<file path="config.mk">
export PLATFORM = sky130hd
export DESIGN_NAME = seq_match_window_counter
export DESIGN_NICKNAME = d
export VERILOG_FILES = /design/src/rtl/seq_cnt_pkg.sv /design/src/rtl/seq_cnt_out_slot.sv /design/src/rtl/seq_match_window_counter.sv
export SDC_FILE = /design/constraint.sdc
export NUM_CORES = 1
export LEC_CHECK = 0
export CAP_MARGIN = 25
export CORE_MARGIN = 2
export CORE_UTILIZATION = 35
export CTS_CLUSTER_SIZE = 16
export DETAILED_ROUTE_END_ITERATION = 8
export PLACE_DENSITY = 0.6
export SYNTH_ARGS = -nofsm -noshare
export SYNTH_HDL_FRONTEND = slang
export SYNTH_SLANG_ARGS = --single-unit
</file>
<file path="constraint.sdc">
create_clock -name clk -period 2.2 [get_ports clk]
set_input_delay 0.66 -clock clk [delete_from_list [all_inputs] [get_ports clk]]
set_output_delay 0.66 -clock clk [all_outputs]
set_load 0.05 [all_outputs]
</file>
<file path="src/rtl/seq_cnt_pkg.sv">
// Shared types and default parameters for the sequence-match window counter.
package seq_cnt_pkg;

  typedef enum logic {
    IDLE = 1'b0,
    RUN  = 1'b1
  } win_state_t;

  localparam int CNT_W_DEF   = 8;
  localparam int WIN_CYC_DEF = 64;
  localparam int THRESH_DEF  = 4;

endpackage

</file>
<file path="src/rtl/seq_cnt_out_slot.sv">
// One-entry valid/ready result register; a load while full and not draining
// is discarded and latches the sticky dropped flag.
module seq_cnt_out_slot
  import seq_cnt_pkg::*;
#(
  parameter int W = CNT_W_DEF
) (
  input  logic         clk,
  input  logic         reset,
  input  logic         load,
  input  logic [W-1:0] load_data,
  input  logic         load_ovf,
  input  logic         load_alarm,
  input  logic         ready,
  output logic         valid,
  output logic [W-1:0] data,
  output logic         ovf,
  output logic         alarm,
  output logic         dropped
);

  always_ff @(posedge clk) begin
    if (reset) begin
      valid   <= 1'b0;
      data    <= '0;
      ovf     <= 1'b0;
      alarm   <= 1'b0;
      dropped <= 1'b0;
    end else if (load) begin
      // A handshake on the same edge frees the slot for the new result.
      if (!valid || ready) begin
        valid <= 1'b1;
        data  <= load_data;
        ovf   <= load_ovf;
        alarm <= load_alarm;
      end else begin
        dropped <= 1'b1;
      end
    end else if (valid && ready) begin
      valid <= 1'b0;
    end
  end

endmodule

</file>
<file path="src/rtl/seq_match_window_counter.sv">
// Counts detector match pulses over fixed windows of WIN_CYC cycles and hands
// each window's count to a valid/ready slot. Define SEQ_CNT_SATURATE_EN to
// make the match counter saturate instead of wrapping.
//
//   state | meaning
//   IDLE  | en low; match_in ignored, counters held at zero
//   RUN   | sampling; window closes when win_cnt reaches WIN_CYC-1
module seq_match_window_counter
  import seq_cnt_pkg::*;
#(
  parameter int CNT_W   = CNT_W_DEF,
  parameter int WIN_CYC = WIN_CYC_DEF,
  parameter int THRESH  = THRESH_DEF
) (
  input  logic             clk,
  input  logic             reset,
  input  logic             en,
  input  logic             match_in,
  input  logic             cnt_ready,
  output logic             cnt_valid,
  output logic [CNT_W-1:0] cnt_data,
  output logic             cnt_ovf,
  output logic             alarm,
  output logic             dropped
);

  localparam int          WIN_W    = (WIN_CYC > 1) ? $clog2(WIN_CYC) : 1;
  localparam logic [31:0] THRESH_U = THRESH;

  win_state_t       state;
  logic [WIN_W-1:0] win_cnt;
  logic [CNT_W-1:0] match_cnt;
  logic             ovf_acc;

  logic             last;
  logic             at_max;
  logic [CNT_W-1:0] cnt_inc;
  logic [CNT_W-1:0] res_cnt;
  logic             res_ovf;
  logic             res_alarm;
  logic             load;

`ifdef SEQ_CNT_SATURATE_EN
  assign cnt_inc = at_max ? match_cnt : match_cnt + 1'b1;
`else
  assign cnt_inc = match_cnt + 1'b1;
`endif

  always_comb begin
    last      = (win_cnt == WIN_W'(WIN_CYC - 1));
    at_max    = (match_cnt == {CNT_W{1'b1}});
    res_cnt   = match_in ? cnt_inc : match_cnt;
    res_ovf   = ovf_acc | (match_in & at_max);
    res_alarm = (32'(res_cnt) >= THRESH_U);
    load      = (state == RUN) && en && last;
  end

  always_ff @(posedge clk) begin
    if (reset) begin
      state     <= IDLE;
      win_cnt   <= '0;
      match_cnt <= '0;
      ovf_acc   <= 1'b0;
    end else begin
      case (state)
        IDLE: begin
          win_cnt   <= '0;
          match_cnt <= '0;
          ovf_acc   <= 1'b0;
          if (en) state <= RUN;
        end
        RUN: begin
          if (!en || last) begin
            // Dropping en discards the partial window; a closing window
            // restarts with no gap cycle.
            if (!en) state <= IDLE;
            win_cnt   <= '0;
            match_cnt <= '0;
            ovf_acc   <= 1'b0;
          end else begin
            win_cnt   <= win_cnt + 1'b1;
            match_cnt <= res_cnt;
            ovf_acc   <= res_ovf;
          end
        end
        default: state <= IDLE;
      endcase
    end
  end

  seq_cnt_out_slot #(
    .W(CNT_W)
  ) u_slot (
    .clk        (clk),
    .reset      (reset),
    .load       (load),
    .load_data  (res_cnt),
    .load_ovf   (res_ovf),
    .load_alarm (res_alarm),
    .ready      (cnt_ready),
    .valid      (cnt_valid),
    .data       (cnt_data),
    .ovf        (cnt_ovf),
    .alarm      (alarm),
    .dropped    (dropped)
  );

endmodule
</file>
== After elaboration in Yosys (flattened, before gate mapping) ==
Cells that the tools add are included.
Word-level totals
  logic and storage cells: 43
  output and inout bits: 12
  bits of input ports: 5
  latch bits: 0
  bits in registers: 28
  memory bits (read-only): 0
  bits in writable memories: 0
  memories: 0
Cells by class
  add/sub/neg operators: 2
  eq/ne operators: 3
  $mul: 0
  magnitude comparators: 1
  div/mod/pow operators: 0
  mux-type cells: 13
  shifts and indexed selects: 0
  bitwise logic cells: 4
  reduce and logical (&&, ||, !) cells: 11
Operator list (count)
  2-to-1 mux 8 bit: 2
  one-hot mux 8 bit (2 select lines): 1
  one-hot mux 6 bit (2 select lines): 1
  adder 8 x 1 -> 8 bit, second input constant: 1
  equality test 8 bit, second input constant: 1
  greater-or-equal comparator 8 x 3 -> 1 bit, second input constant: 1
  adder 6 x 1 -> 6 bit, second input constant: 1
  equality test 6 bit, second input constant: 1
  2-to-1 mux 1 bit: 6
  2-to-1 mux 6 bit: 1
  AND reduction 2 bit: 3
  one-hot mux 1 bit (2 select lines): 2
  logical AND 1 bit: 3
  zero test 1 bit: 2
  logical OR 1 bit: 2
  != test 2 x 1 -> 1 bit, second input constant: 1
  inverter 1 bit: 2
  nonzero test 2 bit: 1
  bitwise AND 1 bit: 1
  OR 1 bit: 1

== Depth between registers and ports, before layout ==
  depth in word-level cells: 5
  gate-level depth with buffers: 6
  depth with buffers taken out: 5

== Hierarchy ==
Synthesis repeated with hierarchy kept, for this count alone.
Unflattened totals
  cells, all modules: 128
  area, all modules: 1223.7 um^2
By module, submodules not included
  seq_match_window_counter: area an instance 686.9 um^2, cells an instance 77, sequential area each 320.3 um^2, times used 1
  seq_cnt_out_slot: area an instance 536.8 um^2, cells an instance 51, sequential area each 240.2 um^2, times used 1

== Least setup slack after synthesis ==
Ideal clock, no wire load.
  path type: input port to flip-flop
  start: input port match_in
  end: register u_slot.data[7]
  slack: 0.392 ns
  data required time: 2.121 ns
  stages on the path: 5
  arrival time: 1.728 ns
  library setup time: 0.079 ns
  buffers on the path: 1
  cell sequence: buf_2 nand4_4 or4_4 and2_4 a211oi_2
Between the ends
  word-level cells in the longest chain between the ends: 1
Ends and longest elaborated chain
  start: declaration: RTL line seq_match_window_counter.sv:18  | input logic match_in,
  2-to-1 mux 8 bit: RTL line seq_match_window_counter.sv:52  | res_cnt = match_in ? cnt_inc : match_cnt;
  end signal: assignment: RTL line seq_cnt_out_slot.sv:33  | data <= load_data;
  end: declaration: RTL line seq_cnt_out_slot.sv:16  | output logic [W-1:0] data,
Every way passes these cells.
A chain may end at the register's enable or synchronous reset.

== Worst setup path after layout ==
  start: register u_slot.data[1]
  end: output port cnt_data[1]
RTL lines
  end: declaration: RTL line seq_match_window_counter.sv:21  | output logic [CNT_W-1:0] cnt_data,
No word-level cell between the ends.

==> summary.txt <==
Synth
  – Flops & latches, synth: 28
  – Net Count, Synth: 129
  – Post-Synth Adder-Cell Area: 0.0218
  – Post-synthesis compound-gate area fraction: 0.125
  – Netlist cell types: 32
  – Synth top area share: 0.488
  – Synth Area in Simple Gates: 0.258
  – Primary FF master, synth: dfxtp_1
  – Synth top area cells: dfxtp_1 (49%), nor2_1 (9.2%), a211oi_1 (5.9%)
  – Yosys warns: 0
  – Xor-xnor portion of the synthesized cell area: 0.0763
  – Main combinational cell family by area after synthesis: simple AND/OR/NAND/NOR gates
  – Synthesized area: 1150 sq um
  – Register area share after synthesis: 0.488
  – Cell taking the most area after synthesis: dfxtp_1
  – Post-Syn Area per Cell: 9.41 sq um
  – Cells after Synth: 122
  – Ys async rst share: 0
  – Post-synthesis mux area share: 0.00871
  – Number of synthesized flops with an enable pin: 0

Floorplanning
  – I/O pins: 17
  – Core Region: 3080 sq um
  – Chip width: 61.3 microns
  – Initial Util: 0.373
  – Full die area: 3760 sq um
  – Cell Rows: 20
  – DIE HEIGHT: 61.3 microns

Power and ir drop
  – Internal: 0.000707 W
  – Power share of the combinational group: 0.032
  – Clock Power Share: 0.382
  – Switch Pwr: 0.000165 W
  – Sw Ratio: 0.189
  – Max VDD drop: 0.446 mV
  – Pwr per Cell Area: 586 nW/um^2
  – Total power: 0.000872 W
  – Leakage: 0.639 nW
  – Seq pwr share: 0.586

Clock network
  – Total CTS buffers: 3
  – Clock Sinks: 28
  – Clock Path Buffers: 2
  – Root Buffer: clkbuf_4
  – Hold_buf cts: 0
  – H-Tree Depth: 1
  – Worst-path clk slew: 0.15 ns
  – CTS tree: built
  – Worst-Skew Late Latency: 0.33 ns

Setup path
  – Required @ worst endpoint: 1.54 ns
  – CP Capture Type: output port
  – WP depth: 1
  – Worst r2r path cells: 6
  – RR Startpoint: win_cnt[0]
  – Worst path bufs/invs: 1
  – Slowest CP cell: clkdlybuf4s50_1
  – WP data arrival: 1.48 ns
  – Startpoint Class: flop
  – Critical path class: flop to output port
  – End of the critical path: cnt_data[1]
  – Worst reg-to-reg setup slack: 0.54 ns
  – R2r endpoint: u_slot.data[3]
  – Worst Setup SP: u_slot.data[1]
  – Worst-path fanout max: 2
  – Crit path max-delay family: buffers and inverters
  – Slowest Stage Delay on Critical Path: 0.80 ns
  – CP Cell Sequence: clkdlybuf4s50_1

STA
  – Clk_skew: 0.0105 ns
  – Worst setup margin: 0.0610 ns
  – Setup TNS: 0 ns
  – Max Clk Rate: 468 MHz
  – Max Slew Vio Count: 0
  – # setup viols final: 0
  – Final period util: 0.972
  – Min cycle time layout: 2.14 ns
  – Final Hold Viols: 0
  – RSZ-0062 raised after global routing: false
  – Worst slew pin tran: 0.506 ns
  – Slew HR: 0.662

Layout
  – Share of post-route cells with drive strength above 1: 0.151
  – Layout Area Growth over Synthesis: 29.5%
  – Final net count: 154
  – Diodes inserted: 0
  – FILL cells: 310

GRT
  – Total global routing overflow: 0
  – First-pass GRT wire length: 3760 microns
  – Vias in the first global route: 900
  – Tot GR Track Use: 0.134
  – Initial antenna violation count: 0
  – Largest net degree at the start of global routing: 17

Detailed routing
  – Post-route DRC: 0
  – Wire length per cell: 11.6 microns
  – Vias/cell: 4.97
  – Routed WL: 2210 microns
  – First DRT Iteration DRCs: 15
  – TritonRoute pass-1 iters: 4
  – Post-route ant nets: 0
  – Vias post-DR: 944

Min path
  – Hold/Removal Path Class: flop to flop

Place
  – Port bufs: 16
  – Placement Setup Slack: -0.0230 ns
  – HPWL after DPL: 1700 microns
  – Routability congestion estimate: 0.831

Status
  – Status: complete, no violations

Flow run
  – MaxCap Viol Count: 0
## power groups by stage
stage	Sequential (W)	Clock (W)	Combinational (W)
after floorplan	0.000521	0	0.0000117
after global placement	0.000522	0	0.0000273
after detailed placement	0.000522	0	0.0000280
after CTS	0.000511	0.000344	0.0000281
after global routing	0.000511	0.000360	0.0000305
final	0.000511	0.000333	0.0000277
## cells in the final DEF, fill, tap and decap left out, types with 2 or more instances in the layout
| master | count |
|---|---|
| dfxtp_1 | 28 |
| nand3_1 | 6 |
| nor2_1 | 28 |
| clkbuf_4 | 3 |
| nand2_1 | 6 |
| a211oi_1 | 9 |
| clkdlybuf4s50_1 | 7 |
| a211oi_2 | 2 |
| buf_4 | 9 |
| dlymetal6s2s_1 | 8 |
| xnor2_1 | 6 |
| nor3_1 | 4 |
| nor2b_1 | 2 |
| ha_1 | 2 |
| xor2_1 | 4 |
| nand4_1 | 2 |
## synth_stat cells (3+ instances only)
master    count
xor2_1        4
nand2_1       6
nand3_1       6
nor3_1        4
clkbuf_1      3
a211oi_1      9
dfxtp_1      28
xnor2_1       6
nor2_1       28
## what timing repair did
action | in CTS | in global routing
setup endpoints to repair | 1 | 8
pin swaps | 0 | 0
resized for setup | 1 | 8
buffers inserted | 0 | 0
## worst min path at each step
stage | endpoint | cells after the start | slack, ns | start
finish | win_cnt[0] | 1 | 0.47 | win_cnt[0]
floorplan | win_cnt[0] | 1 | 0.42 | win_cnt[0]
detailed placement | win_cnt[0] | 1 | 0.44 | win_cnt[0]
CTS | win_cnt[0] | 1 | 0.47 | win_cnt[0]
global placement | win_cnt[0] | 1 | 0.43 | win_cnt[0]
global route | win_cnt[0] | 1 | 0.51 | win_cnt[0]
## metrics by stage
step | area, sq um | hold slack, ns | util | cells
after floorplan | 1150 | 0.418 | - | 122
after global placement | 1420 | 0.428 | 0.460 | 186
after detailed placement | 1420 | 0.445 | 0.460 | 186
after CTS | 1470 | 0.472 | 0.477 | 190
after global routing | 1490 | 0.506 | 0.483 | 190
final | 1490 | 0.467 | 0.483 | 190
## area by class of cell
type                            count  area (sq um)  area share
Multi-Input combinational cell     88           569       0.383
Sequential cell                    28           561       0.377
Timing Repair Buffer               25           246       0.166
Tap cell                           44          55.1      0.0370
Clock inverter                      1          30.0      0.0202
Clock buffer                        3          22.5      0.0151
Inverter                            1          3.75     0.00252
## state kept, by name (all words and copies together), names as in the netlist
signal / count
u_slot.alarm: 1
u_slot.ovf: 1
u_slot.data: 8
u_slot.valid: 1
state: 1
u_slot.dropped: 1
win_cnt: 6
ovf_acc: 1
match_cnt: 8
## logic make-up after synthesis
group | after synthesis
buffers and inverters | 6
flip-flops | 28
multiplexers | 1
adder cells (fa/ha/maj) | 2
AND/OR/NAND/NOR | 58
AO/OA/AOI/OAI | 17
XOR/XNOR | 10
## metal layers
layer / vias to the layer above / global-route usage / share of wire
met1: 436 / 0.159 / 0.45
li1: 477 / - / -
met4: 0 / 0.0280 / 0.010
met5: - / 0 / 0
met2: 27 / 0.240 / 0.48
met3: 4 / 0.0378 / 0.059
Note: power is estimated with default switching activity, not from simulation.
